`src/rtl/blit_scheduler.sv`:
```
// blit_scheduler: queues CPU blit commands in a small FIFO and hands them to
// the blitter one at a time through an issue/run/release handshake.
// Optional feature macro BLIT_VSYNC_EN: adds a vblank input and holds
// CLEAR/SCROLL operations in WAIT_VB until vblank is seen.
module blit_scheduler #(
  parameter int DEPTH = 4
) (
  input  logic        clk,
  input  logic        rst_n,
  input  logic        cmd_valid,
  output logic        cmd_ready,
  input  logic [2:0]  cmd_op,
  input  logic [11:0] cmd_src,
  input  logic [3:0]  cmd_height,
  input  logic [6:0]  cmd_x,
  input  logic [5:0]  cmd_y,
  input  logic        flush,
  output logic [2:0]  blit_operation,
  output logic [11:0] blit_src,
  output logic [3:0]  blit_srcHeight,
  output logic [6:0]  blit_destX,
  output logic [5:0]  blit_destY,
  output logic        blit_enable,
  input  logic        blit_ready,
  input  logic        blit_collision,
`ifdef BLIT_VSYNC_EN
  input  logic        vblank,
`endif
  output logic        busy,
  output logic [4:0]  pending,
  output logic        done,
  output logic        collision_flag
);

  // Operation codes shared with the blitter (blitter.vh).
  localparam logic [2:0] BLIT_OP_SPRITE = 3'd4;
`ifdef BLIT_VSYNC_EN
  localparam logic [2:0] BLIT_OP_CLEAR        = 3'd0;
  localparam logic [2:0] BLIT_OP_SCROLL_LEFT  = 3'd1;
  localparam logic [2:0] BLIT_OP_SCROLL_RIGHT = 3'd2;
  localparam logic [2:0] BLIT_OP_SCROLL_DOWN  = 3'd3;
`endif

  localparam int         AW   = (DEPTH > 1) ? $clog2(DEPTH) : 1;
  localparam logic [4:0] FULL = 5'(DEPTH);

  typedef enum logic [2:0] {
    S_IDLE,
`ifdef BLIT_VSYNC_EN
    S_WAIT_VB,
`endif
    S_ISSUE,
    S_RUN,
    S_RELEASE
  } state_t;

  state_t        state;
  logic [31:0]   mem [DEPTH];
  logic [AW-1:0] wr_ptr;
  logic [AW-1:0] rd_ptr;
  logic [4:0]    count;
  logic          ready_q;
  logic          push;
  logic          pop;
  logic [31:0]   head;

  // Command word layout: {op, src, height, x, y} = 3+12+4+7+6 bits.
  assign cmd_ready = (count != FULL);
  assign push      = cmd_valid && cmd_ready && !flush;
  assign head      = mem[rd_ptr];
  // Blitter must have been ready for two consecutive cycles so a blitter
  // still finishing a command dropped by reset is never re-driven early.
  assign pop       = (state == S_IDLE) && (count != 5'd0) && blit_ready && ready_q;
  assign busy      = (count != 5'd0) || (state != S_IDLE);
  assign pending   = count;

`ifdef BLIT_VSYNC_EN
  logic head_waits_vb;
  assign head_waits_vb = (head[31:29] == BLIT_OP_CLEAR)
                      || (head[31:29] == BLIT_OP_SCROLL_LEFT)
                      || (head[31:29] == BLIT_OP_SCROLL_RIGHT)
                      || (head[31:29] == BLIT_OP_SCROLL_DOWN);
`endif

  // Queue storage: write the packed command word at the write pointer.
  always_ff @(posedge clk) begin
    if (push) begin
      mem[wr_ptr] <= {cmd_op, cmd_src, cmd_height, cmd_x, cmd_y};
    end
  end

  // Queue pointers and occupancy; flush clears everything and beats a push.
  always_ff @(posedge clk or negedge rst_n) begin
    if (!rst_n) begin
      wr_ptr <= '0;
      rd_ptr <= '0;
      count  <= 5'd0;
    end else if (flush) begin
      wr_ptr <= '0;
      rd_ptr <= '0;
      count  <= 5'd0;
    end else begin
      if (push) wr_ptr <= wr_ptr + AW'(1);
      if (pop)  rd_ptr <= rd_ptr + AW'(1);
      case ({push, pop})
        2'b10:   count <= count + 5'd1;
        2'b01:   count <= count - 5'd1;
        default: count <= count;
      endcase
    end
  end

  // Issue FSM with registered blitter operands, enable, done and collision.
  always_ff @(posedge clk or negedge rst_n) begin
    if (!rst_n) begin
      state          <= S_IDLE;
      ready_q        <= 1'b0;
      blit_operation <= 3'd0;
      blit_src       <= 12'd0;
      blit_srcHeight <= 4'd0;
      blit_destX     <= 7'd0;
      blit_destY     <= 6'd0;
      blit_enable    <= 1'b0;
      done           <= 1'b0;
      collision_flag <= 1'b0;
    end else begin
      ready_q <= blit_ready;
      done    <= 1'b0;
      case (state)
        S_IDLE: begin
          if (pop) begin
            {blit_operation, blit_src, blit_srcHeight, blit_destX, blit_destY} <= head;
`ifdef BLIT_VSYNC_EN
            if (head_waits_vb) begin
              state <= S_WAIT_VB;
            end else begin
              state       <= S_ISSUE;
              blit_enable <= 1'b1;
            end
`else
            state       <= S_ISSUE;
            blit_enable <= 1'b1;
`endif
          end
        end
`ifdef BLIT_VSYNC_EN
        S_WAIT_VB: begin
          if (vblank) begin
            state       <= S_ISSUE;
            blit_enable <= 1'b1;
          end
        end
`endif
        S_ISSUE: begin
          if (!blit_ready) state <= S_RUN;
        end
        S_RUN: begin
          if (blit_ready) begin
            state       <= S_RELEASE;
            blit_enable <= 1'b0;
            done        <= 1'b1;
            if (blit_operation == BLIT_OP_SPRITE) collision_flag <= blit_collision;
          end
        end
        S_RELEASE: begin
          state <= S_IDLE;
        end
        default: begin
          state       <= S_IDLE;
          blit_enable <= 1'b0;
        end
      endcase
    end
  end

endmodule

```
`config.mk`:
```
export PLATFORM = sky130hd
export DESIGN_NAME = blit_scheduler
export DESIGN_NICKNAME = d
export VERILOG_FILES = /design/src/rtl/blit_scheduler.sv
export SDC_FILE = /design/constraint.sdc
export NUM_CORES = 1
export LEC_CHECK = 0
export CAP_MARGIN = 25
export CORE_UTILIZATION = 50
export DETAILED_ROUTE_END_ITERATION = 7
export GPL_TIMING_DRIVEN = 0
export PLACE_DENSITY = 0.75
export RECOVER_POWER = 25
export SYNTH_ARGS = -nofsm -noshare
export SYNTH_HDL_FRONTEND = slang
export SYNTH_SLANG_ARGS = --single-unit
```
`constraint.sdc`:
```
create_clock -name clk -period 3.02 [get_ports clk]
set_clock_uncertainty 0.05 [all_clocks]
set_input_delay 0.453 -clock clk [delete_from_list [all_inputs] [get_ports clk]]
set_output_delay 0.453 -clock clk [all_outputs]
set_load 0.03 [all_outputs]
```
# == Word level (Yosys, flattened, before mapping) ==
# Memory sizes are Yosys's and may differ from the RTL's. A register that Yosys moved wholly into a read port is not among the register bits.
# Index checks and enable logic that the tools add are counted.
# classes
n_addsub,4
n_mux,17
n_eq_ne,10
n_reduce_logical,19
bitwise,1
# op_table
op,n
one-hot mux 5 bit (2 select lines),1
2-to-1 mux 3 bit,3
one-hot mux 3 bit (3 select lines),1
AND reduction 3 bit,3
2-to-1 mux 2 bit,4
equality test 3 x 2 -> 1 bit (second input constant),2
2-to-1 mux 1 bit,6
inequality test 2 bit (second input constant),3
nonzero test 3 bit,2
adder 5 x 1 -> 5 bit (second input constant),1
logical AND 1 bit,5
2-to-1 mux 5 bit,1
inequality test 5 x 3 -> 1 bit (second input constant),1
nonzero test 5 bit,1
subtractor 5 x 1 -> 5 bit (second input constant),1
adder 2 x 1 -> 2 bit (second input constant),2
nonzero test 2 bit,2
equality test 3 x 1 -> 1 bit (second input constant),1
equality test 3 bit (second input constant),1
zero test 3 bit,1
one-hot mux 1 bit (3 select lines),1
equality test 2 x 1 -> 1 bit (second input constant),1
equality test 2 bit (second input constant),1
zero test 1 bit,2
other kinds (4),4
# totals
mem_count,1
out_inout_bits,42
input_bits,38
word_cells,60
ram_bits,128
regBits,16
# memory_table
name,words,word_bits,read_ports,rd_ports_with_merged_regs,write_ports,line_no,source
mem,4,32,1,1,1,58,logic [31:0] mem [DEPTH];

# == Longest topological paths before layout ==
# Gate-level depths: netlist (run 1).
# depth
ltp_word,7
ltp_mapped,14
mapped_depth_nobuf,12

# == Least setup slack after synthesis (run 1) ==
# No wires, ideal clock.
# synth_path
path_kind,reg2reg
startpoint,register count[1] (netlist: pending[1])
endpoint,register count[4] (netlist: pending[4])
path_buffers,2
required_time_ps,2835
synth_period_minus_slack_ps,2912
setup_ps,135
path_slack_ps,108
t_arrival_ps,2727
stages_incl_launch_ff,13
cell_sequence,dfrtp_1 > nor4_4 > a21oi_2 > buf_6 > buf_6 > o21ai_0 > inv_1 > ha_1 > nor2b_1 > o21ai_0 > and4_2 > o21ai_0 > nor3b_2
# synth_via
elab_chain_cells,7
elab_cells_between_ends,14
classes_between,add/sub: 2; eq/ne: 3; mux: 2; reduce/logical: 7
# synth_lines
item,line_no,source
"start, declared",61,logic [4:0] count;
"start signal, assigned",106,2'b10: count <= count + 5'd1;
"start signal, assigned",107,2'b01: count <= count - 5'd1;
"start signal, assigned",108,default: count <= count;
nonzero test 5 bit,73,assign pop = (state == S_IDLE) && (count != 5'd0) && blit_ready && ready_q;
logical AND 1 bit (3 in a row),73,
equality test 2 x 1 -> 1 bit or equality test 2 bit (tied branches),105,"case ({push, pop})"
one-hot mux 5 bit (2 select lines),105,
2-to-1 mux 5 bit,98,end else if (flush) begin
# Several ways; a longest one is shown, not always the timed one.
# A chain may end at the register's enable or synchronous reset.

# == Worst setup path after layout (run 1) ==
# layout_path
startpoint,register count[4] (netlist: pending[4])
endpoint,register count[4] (netlist: pending[4])
# The elaborated chain is that of the path after synthesis.

==> results of run 1 <==
-- stage by stage --
step                instance area [µm²]  worst slack, ns  cells  hold slack, ns
finish                             8600            0.160    627           0.455
global route                       8600           0.0239    626           0.469
CTS                                8580           0.0570    625           0.460
detailed placement                 7900           -0.425    590           0.445
global placement                   7820           -0.359    587           0.437
floorplan                          6810            0.108    332           0.107
-- cell type report --
cell class | instances | area [µm²] | area share, %
antenna | 1 | 2.50 | 0.0291
buffer | 14 | 98.8 | 1.15
clock buffer | 18 | 429 | 4.99
clock inverter | 14 | 214 | 2.49
inverter | 9 | 33.8 | 0.393
multi-input combinational | 134 | 1690 | 19.6
sequential | 175 | 5020 | 58.4
tap | 176 | 220 | 2.56
timing repair buffer | 86 | 893 | 10.4
-- flip-flops by register name, summed over array words and instances, names as in the netlist, 2 cells and up --
name / cells
pending: 5
blit_destX: 7
rd_ptr: 2
blit_src: 12
state: 2
wr_ptr: 2
blit_srcHeight: 4
blit_operation: 3
blit_destY: 6
mem: 128
-- final timing paths --
check,end,from
hold / removal,blit_src[11],blit_src[11]
min in group asynchronous,ready_q,rst_n
setup / recovery,pending[4],pending[4]
hold reg to reg,blit_src[11],blit_src[11]
setup reg to reg,pending[4],pending[4]
max in group asynchronous,pending[4],rst_n
-- power breakdown --
group / total, mW / internal [mW] / switching [mW]
combinational: 1.84 / 0.877 / 0.961
sequential: 3.10 / 2.91 / 0.185
clock: 2.35 / 1.47 / 0.887
total: 7.29 / 5.26 / 2.03
-- kinds of logic after synthesis --
kind of cell | count (synthesis) | synth area share (%)
muxes | 69 | 16.7
and+or+nand+nor | 32 | 2.76
DFF | 175 | 73.7
AOI/OAI and AO/OA | 14 | 1.51
adders and majority gates | 13 | 2.50
buffers and inverters | 23 | 1.89
xor gates and xnor gates | 6 | 0.882
-- per-layer routing --
layer	part of all wire [%]	vias to the layer above
li1	-	1512
met4	2.1	0
met2	51	86
met3	3.4	17
met1	44	1721
met5	0	-
-- synth_stat cells (2+ instances only) --
master / instances / area [µm²]
dfrtp_1: 47 / 1180
mux2_4: 2 / 30.0
and2_1: 6 / 37.5
nor2b_1: 2 / 12.5
xnor2_1: 4 / 35.0
nor3_1: 2 / 10.0
buf_2: 4 / 20.0
a21oi_1: 2 / 10.0
mux2_2: 31 / 349
nand2_1: 3 / 11.3
nor2_1: 11 / 41.3
ha_1: 12 / 150
inv_1: 9 / 33.8
buf_6: 5 / 56.3
nand3_1: 3 / 15.0
a21o_2: 2 / 17.5
mux4_2: 32 / 721
o21ai_0: 4 / 20.0
edfxtp_1: 128 / 3840
clkbuf_1: 4 / 15.0
mux2i_1: 4 / 40.0
-- repair_timing --
| item | in CTS | in global routing |
|---|---|---|
| pin swaps | 0 | 1 |
| buffers inserted | 2 | 1 |
| gates resized for setup | 6 | 6 |
| setup endpoints to repair | 1 | 2 |
| hold buffers | 1 | 0 |
| endpoints found under the hold margin | 5 | 0 |
==> summary.md, run 1 <==
| Metric | Value |
|---|---|
| Share of cells above drive strength 1 | `29.1%` |
| Die area | `14100 µm²` |
| GR Layer Usage met1 | `23.8%` |
| Nets | `488` |
| Worst slew pin tran | `0.908 ns` |
| Gr usage total | `18.6%` |
| Synth Flop Type | `edfxtp_1` |
| CP Data Arrival Time | `3.09 ns` |
| Crit path launch type | `flop` |
| Post-layout util | `65.0%` |
| FFs w/ async S/R, synth | `26.9%` |
| Library cells used by synthesis | `36` |
| Worst-Skew Late Latency | `0.42 ns` |
| CTS H-tree lvls | `4` |
| Tmin final | `2.86 ns` |
| Most frequent cells in the layout | `128 x edfxtp_1, 51 x clkdlybuf4s50_1, 45 x dfrtp_1, 32 x mux4_2, 31 x mux2_2` |
| Num CTS Buffers | `17` |
| WP buf/inv | `3` |
| Routability cong. | `0.776` |
| GRT met2 Usage | `30.2%` |
| Reg clk slew, reported paths | `0.06 ns` |
| Setup violators final | `0` |
| Syn Std Cell Area | `6810 µm²` |
| Initial Util | `51.4%` |
| Leak Pwr | `3.04 nW` |
| I/O Pins | `80` |
| Endpoints failing hold | `0` |
| Status | `completed` |
| Drt first pass iters | `4` |
| R2R setup slack | `0.16 ns` |
| CP max FO | `10` |
| CP dominant cell by count | `o21ai_1` |
| WL/cell | `18.9 µm` |
| Maximum clock path buffer count | `2` |
| DR iter-0 viols | `106` |
| Slew Limit Headroom | `39.4%` |
| Core area | `13200 µm²` |
| Clock sinks | `175` |
| CP top delay family | `simple AND/OR/NAND/NOR gates` |
| EDFF count, synth | `128` |
| DRC | `0` |
| Synth warn | `0` |
| Via-per-instance ratio | `5.32` |
| Vias in the first global route | `3409` |
| Reg2Reg Depth | `12` |
| Total power | `7.29 mW` |
| Register area share after synthesis | `73.7%` |
| Critical Path Sink Type | `flop` |
| CP Class | `reg2reg` |
| GR Layer Usage met3 | `4.68%` |
| PD cells | `848 nW/µm²` |
| Die Wd | `119 µm` |
| Synth Area per Inst | `20.5 µm²` |
| Gr busiest metal | `met2` |
| Dpl hpwl | `7410 µm` |
| Post-Synthesis Cells | `332` |
| Setup TNS | `0 ns` |
| Via Count | `3336` |
| Max-cap violations | `0` |
| Buffers on Ports | `79` |
| Fmax achieved | `0.350 GHz` |
| Crit path depth | `12` |
| Rows | `42` |
| Most common cell after layout, fill and taps aside | `edfxtp_1` |
| Share of the clock period used by the worst path | `94.7%` |
| FILL cells | `945` |
| RSZ-0062 raised after global routing | `false` |
| Final Max Slew Viols | `0` |
| CP max-delay cell | `dfrtp_2` |
| Syn nets | `383` |
| Hold path depth | `1` |
| CTS tree | `yes` |
| GR Overflow Total | `0` |
| Post-synthesis register bit count | `175` |
| Slowest stage delay, CP | `0.45 ns` |
| Antenna viol nets, final | `0` |
| Crit-path cells | `nor4_4, a21oi_4, buf_8, buf_6, o21ai_1, inv_1, ha_1, nor2b_1, o21ai_1, and4_2, nor3_1, nor3b_2` |
| Peak supply drop | `0.000567 V` |
| Hold WC Path Type | `reg2reg` |
| Die height | `119 µm` |
| WP data required | `3.25 ns` |
| Largest net degree at the start of global routing | `33` |
| CTS root buf | `clkbuf_16` |
| Initial antenna violation count | `1` |
| Area Growth Syn to Fin | `26.3%` |
| Final wirelength | `11900 µm` |
| Global-route wire length before repair | `18700 µm` |
Note: power is estimated with default switching activity, not from simulation.
==> run 2, diff against run 1 <==
--- a/config.mk
+++ b/config.mk
@@ -11,6 +11,7 @@
 export GPL_TIMING_DRIVEN = 0
 export PLACE_DENSITY = 0.75
 export RECOVER_POWER = 25
+export SKIP_LAST_GASP = 1
 export SYNTH_ARGS = -nofsm -noshare
 export SYNTH_HDL_FRONTEND = slang
 export SYNTH_SLANG_ARGS = --single-unit
==> results of run 2 <==
Final layout, timing and power as in run 1 (identical DEF).
